### config.mk
export PLATFORM = sky130hd
export DESIGN_NAME = lfsr_color_gen
export DESIGN_NICKNAME = d
export VERILOG_FILES = /design/src/rtl/lfsr_color_gen.sv
export SDC_FILE = /design/constraint.sdc
export NUM_CORES = 1
export LEC_CHECK = 0
export ABC_CLOCK_PERIOD_IN_PS = 3000
export CAP_MARGIN = 30
export CORE_ASPECT_RATIO = 0.6
export CORE_MARGIN = 1.5
export CORE_UTILIZATION = 53
export DETAILED_ROUTE_END_ITERATION = 10
export PLACE_DENSITY = 0.83
export SYNTH_ARGS = -nofsm -noshare
export SYNTH_HDL_FRONTEND = slang
export SYNTH_SLANG_ARGS = --single-unit
### constraint.sdc
create_clock -name clk -period 3 [get_ports clk]
set_clock_uncertainty 0.1 [all_clocks]
set_input_delay 0.3 -clock clk [delete_from_list [all_inputs] [get_ports clk]]
set_output_delay 0.3 -clock clk [all_outputs]
set_load 0.1 [all_outputs]
### src/rtl/lfsr_color_gen.sv
// LFSR colour generator: prescaled or on-demand LFSR steps, colour taken from odd state bits.
// Latency: 1 cycle from accepted request to state/color, color_vld marks that cycle.
// No backpressure; optional LFSR_NO_REPEAT_EN re-steps until the colour changes (busy high).
module lfsr_color_gen #(
    parameter int               WIDTH = 8,
    parameter int               CW    = 3,
    parameter int               DIV   = 50_000_000,
    parameter logic [WIDTH-1:0] SEED  = 'h07
) (
    input  logic             clk,
    input  logic             rst,
    input  logic             change,
    input  logic             step,
    input  logic             load,
    input  logic [WIDTH-1:0] seed_in,
    output logic [CW-1:0]    color,
    output logic [WIDTH-1:0] state,
    output logic             color_vld,
    output logic             busy
);

    if (!(WIDTH == 8 || WIDTH == 16 || WIDTH == 32)) begin : g_bad_width
        $error("lfsr_color_gen: WIDTH must be 8, 16 or 32");
    end
    if (2 * CW - 1 >= WIDTH) begin : g_bad_cw
        $error("lfsr_color_gen: 2*CW-1 must be below WIDTH");
    end
    if (DIV < 1) begin : g_bad_div
        $error("lfsr_color_gen: DIV must be at least 1");
    end
    if (SEED == '0) begin : g_bad_seed
        $error("lfsr_color_gen: SEED must be nonzero");
    end

    // Maximal-length tap positions for each legal width.
    localparam int T0 = (WIDTH == 8) ? 7 : (WIDTH == 16) ? 15 : 31;
    localparam int T1 = (WIDTH == 8) ? 5 : (WIDTH == 16) ? 14 : 21;
    localparam int T2 = (WIDTH == 8) ? 4 : (WIDTH == 16) ? 12 : 1;
    localparam int T3 = (WIDTH == 8) ? 3 : (WIDTH == 16) ? 3  : 0;
    localparam int PW = (DIV > 1) ? $clog2(DIV) : 1;

    function automatic logic [WIDTH-1:0] adv(input logic [WIDTH-1:0] s);
        return {s[WIDTH-2:0], s[T0] ^ s[T1] ^ s[T2] ^ s[T3]};
    endfunction

    function automatic logic [CW-1:0] col_of(input logic [WIDTH-1:0] s);
        logic [CW-1:0] c;
        for (int i = 0; i < CW; i++) begin
            c[i] = s[2*i+1];
        end
        return c;
    endfunction

    logic [PW-1:0]    pre_q, pre_d;
    logic [WIDTH-1:0] state_q, state_d;
    logic             vld_q, vld_d;
    logic             tick;
    logic [WIDTH-1:0] seed_fix;
    logic [WIDTH-1:0] adv_s;

    assign tick     = (pre_q == PW'(DIV - 1));
    assign seed_fix = (seed_in == '0) ? SEED : seed_in;
    assign adv_s    = adv(state_q);

    always_comb begin
        pre_d = tick ? '0 : pre_q + PW'(1);
    end

`ifdef LFSR_NO_REPEAT_EN
    typedef enum logic {IDLE = 1'b0, RESTEP = 1'b1} fsm_t;
    localparam int RCW = $clog2(2 * WIDTH);

    fsm_t           fsm_q, fsm_d;
    logic [RCW-1:0] rcnt_q, rcnt_d;

    always_ff @(posedge clk or negedge rst) begin
        if (!rst) begin
            fsm_q  <= IDLE;
            rcnt_q <= '0;
        end else begin
            fsm_q  <= fsm_d;
            rcnt_q <= rcnt_d;
        end
    end

    always_comb begin
        state_d = state_q;
        vld_d   = 1'b0;
        fsm_d   = fsm_q;
        rcnt_d  = rcnt_q;
        case (fsm_q)
            IDLE: begin
                if (load) begin
                    state_d = seed_fix;
                    vld_d   = 1'b1;
                end else if (step || (tick && change)) begin
                    state_d = adv_s;
                    // Same colour: hide this step and keep stepping until it changes.
                    if (col_of(adv_s) == col_of(state_q)) begin
                        fsm_d  = RESTEP;
                        rcnt_d = '0;
                    end else begin
                        vld_d = 1'b1;
                    end
                end
            end
            RESTEP: begin
                if (load) begin
                    state_d = seed_fix;
                    vld_d   = 1'b1;
                    fsm_d   = IDLE;
                end else begin
                    state_d = adv_s;
                    if (col_of(adv_s) != col_of(state_q) ||
                        rcnt_q == RCW'(2 * WIDTH - 1)) begin
                        vld_d = 1'b1;
                        fsm_d = IDLE;
                    end else begin
                        rcnt_d = rcnt_q + RCW'(1);
                    end
                end
            end
            default: fsm_d = IDLE;
        endcase
    end

    assign busy = (fsm_q == RESTEP);
`else
    always_comb begin
        state_d = state_q;
        vld_d   = 1'b0;
        if (load) begin
            state_d = seed_fix;
            vld_d   = 1'b1;
        end else if (step || (tick && change)) begin
            state_d = adv_s;
            vld_d   = 1'b1;
        end
    end

    assign busy = 1'b0;
`endif

    always_ff @(posedge clk or negedge rst) begin
        if (!rst) begin
            pre_q   <= '0;
            state_q <= SEED;
            vld_q   <= 1'b0;
        end else begin
            pre_q   <= pre_d;
            state_q <= state_d;
            vld_q   <= vld_d;
        end
    end

    assign state     = state_q;
    assign color     = col_of(state_q);
    assign color_vld = vld_q;

endmodule

==> flow_metrics.tcl, run 1 <==
set metrics [dict create \
    synth_area_per_cell_um2 10.4 \
    synth_cell_type_count 35 \
    rsz0062_at_grt "false" \
    peakVddDrop_mv 0.422 \
    die_w_um 78.3 \
    syn_area_um2 1800 \
    swShare_pct 36.1 \
    viasPerCell 5.96 \
    fillers 249 \
    syn_to_final_growth_pct 19.2 \
    worstSkewPairLatency_ns 0.29 \
    die_y_um 48.2 \
    diodes 0 \
    busiest_layer "met2" \
    setup_tns_ns 0 \
    synth_top_area_share_pct 44.4 \
    slew_headroom_pct 56.0 \
    h-tree-depth 2 \
    ios 26 \
    required_ns 3.11 \
    yosysTopAreaCell "dfrtp_1" \
    setup_viol 0 \
    use_met3_pct 8.41 \
    cts-root-buf "clkbuf_8" \
    drive_gt1_share_pct 19.6 \
    fin_cells 244 \
    cts_tree "built" \
    startpoint_type "flop" \
    cp_slowest_cell "or4_1" \
    slew_violations 0 \
    postCtsSetupBuffers 0 \
    crit_arrival_ns 2.42 \
    path_max_fanout 8 \
    p_seq_share_pct 38.8 \
    multi_input_area_um2 852 \
    end_kind "flop" \
    hp-class "in -> async" \
    drt_iter0_markers 83 \
    start_util_pct 55.6 \
    power_frac_clock_pct 32.3 \
    p_leak_uw 0.000890 \
    wirelength_um 3910 \
    grt_first_pass_wirelength_um 6310 \
    syn_inst 174 \
    crit_buf_inv 0 \
    timing.rr.end "pre_q[22]" \
    num_rows 16 \
    grt_pass1_vias 1280 \
    ys_seq_elements 35 \
    io_buffer_count 24 \
    core_um2 3240 \
    wl_per_cell_um 16.0 \
    synth_warnings 0 \
    worstSetupPathType "reg -> reg" \
    die_area_um2 3770 \
    hpwl_um 2810 \
    max_freq_ghz 0.433 \
    register_area_um2 880 \
    syn-num-nets 188 \
    cts_hold_buf 0 \
    final_util_pct 66.3 \
    p_int_uw 867 \
    cts-resized-gates 0 \
    place.gp.congestion 0.817 \
    fin_crit_ns 2.31 \
    reg2reg_depth 5 \
    p_comb_share_pct 28.9 \
    power.switching_uw 489 \
    drtAntennaViolNets 0 \
    cts_made_buffers 5 \
    clk_path_buf_depth 2 \
    grt_max_degree 36 \
    place_inst 236 \
    dr.pass1.iters 4 \
    met1_usage_pct 32.4 \
    final_net_count 212 \
    gr-total-overflow 0 \
    synth_area_leaders "dfrtp_1, mux2_2, dfstp_2" \
    hold_viol 0 \
    crit_family "simple AND/OR/NAND/NOR gates" \
    r2r_setup_slack_ns 0.69 \
    status "finished, final reports clean" \
    finalCritPeriodShare_pct 77.0 \
    yosysSeqAreaShare_pct 48.8 \
    r2r_start "pre_q[0]" \
    crit_top_cell "or4_1" \
    clkTransAtPathRegs_ns 0.07 \
    clock-sinks 35 \
    antenna_found_initial 0 \
    grt_util_met2_pct 33.7 \
    path_cells "ha_1 -> nand4_1 -> or4_1 -> or4_1 -> a21oi_1" \
    power.density_nw_per_um2 631 \
    vias 1455 \
    tightest_slew_ns 0.653 \
    slowest_delay_ns 0.60 \
    drv_cap 0 \
    drc_errors 0 \
    grt_use_total_pct 23.5 \
]
## logic make-up after synthesis
| family | count (synthesis) | synth area share [%] |
|---|---|---|
| adders and majority gates | 1 | 0.694 |
| buffers and inverters | 14 | 3.96 |
| and+or+nand+nor | 67 | 20.4 |
| AOI/OAI and AO/OA | 24 | 8.54 |
| DFF | 35 | 48.8 |
| muxes | 14 | 8.67 |
| other | 1 | 0.208 |
| xor gates and xnor gates | 18 | 8.74 |
## worst reg2reg max path, stage by stage, from the launching register on
cell	delay [ns]
dfrtp_1	0.39
ha_1	0.23
nand4_1	0.20
or4_1	0.60
or4_1	0.56
a21oi_1	0.16
## final cells by class
cell class / count / area share (%)
clock buffer: 6 / 3.84
clock inverter: 2 / 1.63
inverter: 5 / 0.873
multi-input combinational: 125 / 39.6
sequential: 35 / 40.9
tap: 45 / 2.62
timing repair buffer: 26 / 10.5
## how the worst max path moves through the flow
stage	startpoint	to	slack, ns	cells past startpoint
after floorplan	pre_q[0]	pre_q[20]	0.93	6
after global placement	pre_q[0]	pre_q[22]	0.77	5
after detailed placement	pre_q[0]	pre_q[20]	0.72	5
after CTS	pre_q[0]	pre_q[22]	0.68	5
after global routing	pre_q[0]	pre_q[22]	0.54	5
final	pre_q[0]	pre_q[22]	0.69	5
## sequential cells by signal, summed over array words and instances, names as in the netlist
signal and count:
pre_q 26, color_vld 1, state 8
## power groups by stage
stage	sequential, uW	clock [uW]	combinational, uW
after floorplan	710	0	137
after global placement	533	0	386
after detailed placement	536	0	393
after CTS	527	447	393
after global routing	532	472	406
final	527	438	391
## cells in the mapped netlist
cell      number
or2_2          1
conb_1         1
nand4_1        7
nand3_2        1
xor2_1         9
inv_1          5
ha_1           1
a31oi_1        2
nand2_1       10
and4_1         1
buf_2          3
dfstp_2        3
o31ai_1        3
dfrtp_1       32
o41ai_1        1
or4b_1         1
mux2_2        11
mux2_1         2
xnor2_1        9
a21oi_1       11
nor2_1        14
a41oi_1        1
o31ai_4        1
and3_1         2
mux2i_1        1
nor4bb_1       2
nand3_1        8
clkbuf_1       2
or4_1          5
nor3_1         4
nor2b_1        1
o21ai_0        5
nor4_1         4
or3_1          6
buf_4          4
## cells in the final DEF, fill, tap and decap left out, types with 6 or more instances in the layout
master	netlist	layout
a21oi_1	11	11
buf_4	4	14
clkbuf_8	0	6
clkdlybuf4s50_1	0	12
dfrtp_1	32	32
mux2_2	11	11
nand2_1	10	10
nand3_1	8	8
nand4_1	7	7
nor2_1	14	14
or3_1	6	6
xnor2_1	9	9
xor2_1	9	9
## per-stage QoR
stage	instance area (um^2)	hold WS, ns	worst slack [ns]	power (uW)
detailed placement	2030	0.380	0.720	930
global route	2150	0.344	0.541	1410
global placement	2030	0.369	0.769	920
floorplan	1800	-0.0956	0.930	847
finish	2150	0.311	0.689	1360
CTS	2150	0.325	0.683	1370
## routing by layer
| layer | wire (um) | up-vias | part of all wire (%) |
|---|---|---|---|
| met3 | 250 | 12 | 6.4 |
| met4 | 109 | 0 | 2.8 |
| met5 | 0 | - | 0 |
| li1 | - | 679 | - |
| met2 | 1740 | 54 | 45 |
| met1 | 1810 | 710 | 46 |
Note: power is estimated with default switching activity, not from simulation.
==> inputs of run 2 (changes only) <==
ABC_CLOCK_PERIOD_IN_PS = 1900   (was 3000)
CORE_UTILIZATION = 48   (was 53)
PLACE_DENSITY = 0.8   (was 0.83)
clock period = 1.9 ns   (was 3 ns; I/O delays follow)
==> flow_metrics.tcl, run 2 (synthesis results as in run 1) <==
set metrics [dict create \
    r2r_setup_slack_ns -0.13 \
    layout_commonest_cell "buf_4" \
    drt_iter0_markers 67 \
    grt_first_pass_wirelength_um 7000 \
    r2r_start "pre_q[10]" \
    place_inst 271 \
    route.met2.wl_um 2000 \
    hp-class "in -> async" \
    h-tree-depth 2 \
    vias 1562 \
    fin_cells 283 \
    drv_cap 0 \
    reg2reg_depth 4 \
    hold_viol 0 \
    die_w_um 82.1 \
    clock-sinks 35 \
    layout_common_cells "buf_4, dfrtp_1, nor2_1" \
    die_area_um2 4150 \
    setup_slack_ns -0.125 \
    io_buffer_count 24 \
    status "finished with violations" \
    syn_to_final_growth_pct 44.2 \
    core_um2 3640 \
    setup_tns_ns -0.646 \
    wl_met1_um 2140 \
    clk_path_buf_depth 2 \
    place.gp.congestion 0.872 \
    drive_gt1_share_pct 40.3 \
    crit_arrival_ns 2.14 \
    p_leak_uw 0.00114 \
    max_freq_ghz 0.494 \
    cts-root-buf "clkbuf_8" \
    cts_tree "built" \
    drtAntennaViolNets 0 \
    hpwl_um 3060 \
    wl_per_cell_um 15.6 \
    clkTransAtPathRegs_ns 0.07 \
    power.total_uw 2100 \
    worstSetupPathType "reg -> reg" \
    required_ns 2.02 \
    startpoint_type "flop" \
    power.density_nw_per_um2 806 \
    path_max_fanout 8 \
    met3_length_um 192 \
    grt_max_degree 36 \
    violations "negative setup slack" \
    wirelength_um 4400 \
    setup_viol 12 \
    final_net_count 249 \
    final_util_pct 71.5 \
    holdWs_ns 0.216 \
    slew_violations 0 \
    cts_made_buffers 5 \
    diodes 0 \
    timing.rr.end "pre_q[23]" \
    die_y_um 50.5 \
    end_kind "flop" \
    worstSkewPairLatency_ns 0.29 \
    highest_layer "met4" \
    grt_pass1_vias 1502 \
    dr.pass1.iters 6 \
    rsz0062_at_grt "true" \
    grt_use_total_pct 23.3 \
    viasPerCell 5.52 \
    peakVddDrop_mv 0.846 \
    largest_register_ffs 26 \
    drc_errors 0 \
    cts_hold_buf 0 \
    gr-total-overflow 0 \
    fin_crit_ns 2.03 \
    start_util_pct 49.6 \
    finalCritPeriodShare_pct 107 \
    regMostFlops "pre_q" \
    ios 26 \
    num_rows 17 \
    antenna_found_initial 0 \
]
==> run 2: cell count changes in the layout (fill, tap and decap cells not counted), moves of 2 or more <==
| cell | previous run | this run |
|---|---|---|
| nor4_1 | 4 | 2 |
| or4_4 | 0 | 3 |
| dfrtp_2 | 0 | 4 |
| a21oi_2 | 0 | 2 |
| nor4bb_1 | 2 | 0 |
| mux2_1 | 2 | 0 |
| buf_4 | 14 | 45 |
| mux2_4 | 0 | 6 |
| or4_1 | 5 | 2 |
| buf_12 | 0 | 5 |
| mux2_2 | 11 | 7 |
| dfrtp_1 | 32 | 28 |
| a21oi_1 | 11 | 9 |
==> run 2: per-stage QoR <==
stage | instance area, um^2 | setup slack [ns]
after floorplan | 1810 | -0.140
after global placement | 2350 | -0.0950
after detailed placement | 2350 | -0.140
after CTS | 2520 | -0.0723
after global routing | 2600 | -0.217
final | 2600 | -0.125
==> run 2: metal layers <==
| metal | up-vias | global-route usage [%] |
|---|---|---|
| met1 | 766 | 33.1 |
| met3 | 9 | 4.91 |
| met5 | - | 0 |
| met4 | 0 | 9.32 |
| met2 | 39 | 34.7 |
| li1 | 748 | - |
==> run 2: worst max-delay path by stage <==
stage	end	slack, ns	from	cells after the start
2_1_floorplan	pre_q[20]	-0.14	pre_q[0]	6
3_3_place_gp	state[6]	-0.1	pre_q[6]	5
3_5_place_dp	pre_q[22]	-0.14	pre_q[1]	5
4_1_cts	pre_q[25]	-0.07	pre_q[10]	4
5_1_grt	pre_q[23]	-0.22	pre_q[10]	4
6_report	pre_q[23]	-0.13	pre_q[10]	4
==> run 2: worst max-delay path, cell delays in order (launching register included) <==
cell and delay, ns:
dfrtp_1 0.43, nand4_1 0.14, or4_4 0.57, or4_1 0.57, a21oi_1 0.14
==> run 2: area by class of cell <==
cell class              count  area (um^2)
well taps                  47         58.8
repair buffers             63          569
clock inverters             1         5.00
fillers                   255         1040
multi-input cells         125          977
clock buffers               7         86.3
inverters                   5         18.8
flip-flops and latches     35          885
==> run 2: where the power goes <==
part	switching, uW	total (uW)	leakage (uW)	internal (uW)
registers	51.8	848	0.000442	797
clock network	260	552	0.0000482	292
logic	464	694	0.000651	230
total	776	2100	0.00114	1320
==> run 2: what timing repair did <==
item                       4_1_cts  5_1_grt
pin swaps                        6        2
gates cloned                     0        1
resized for setup               16       13
setup endpoints to repair       26       26
setup buffers                    2        1
==> inputs of run 3 (changes only) <==
ABC_AREA = 0   (was not set)
==> results of run 3 <==
No change in the layout: final DEF, timing and power equal those of run 2.
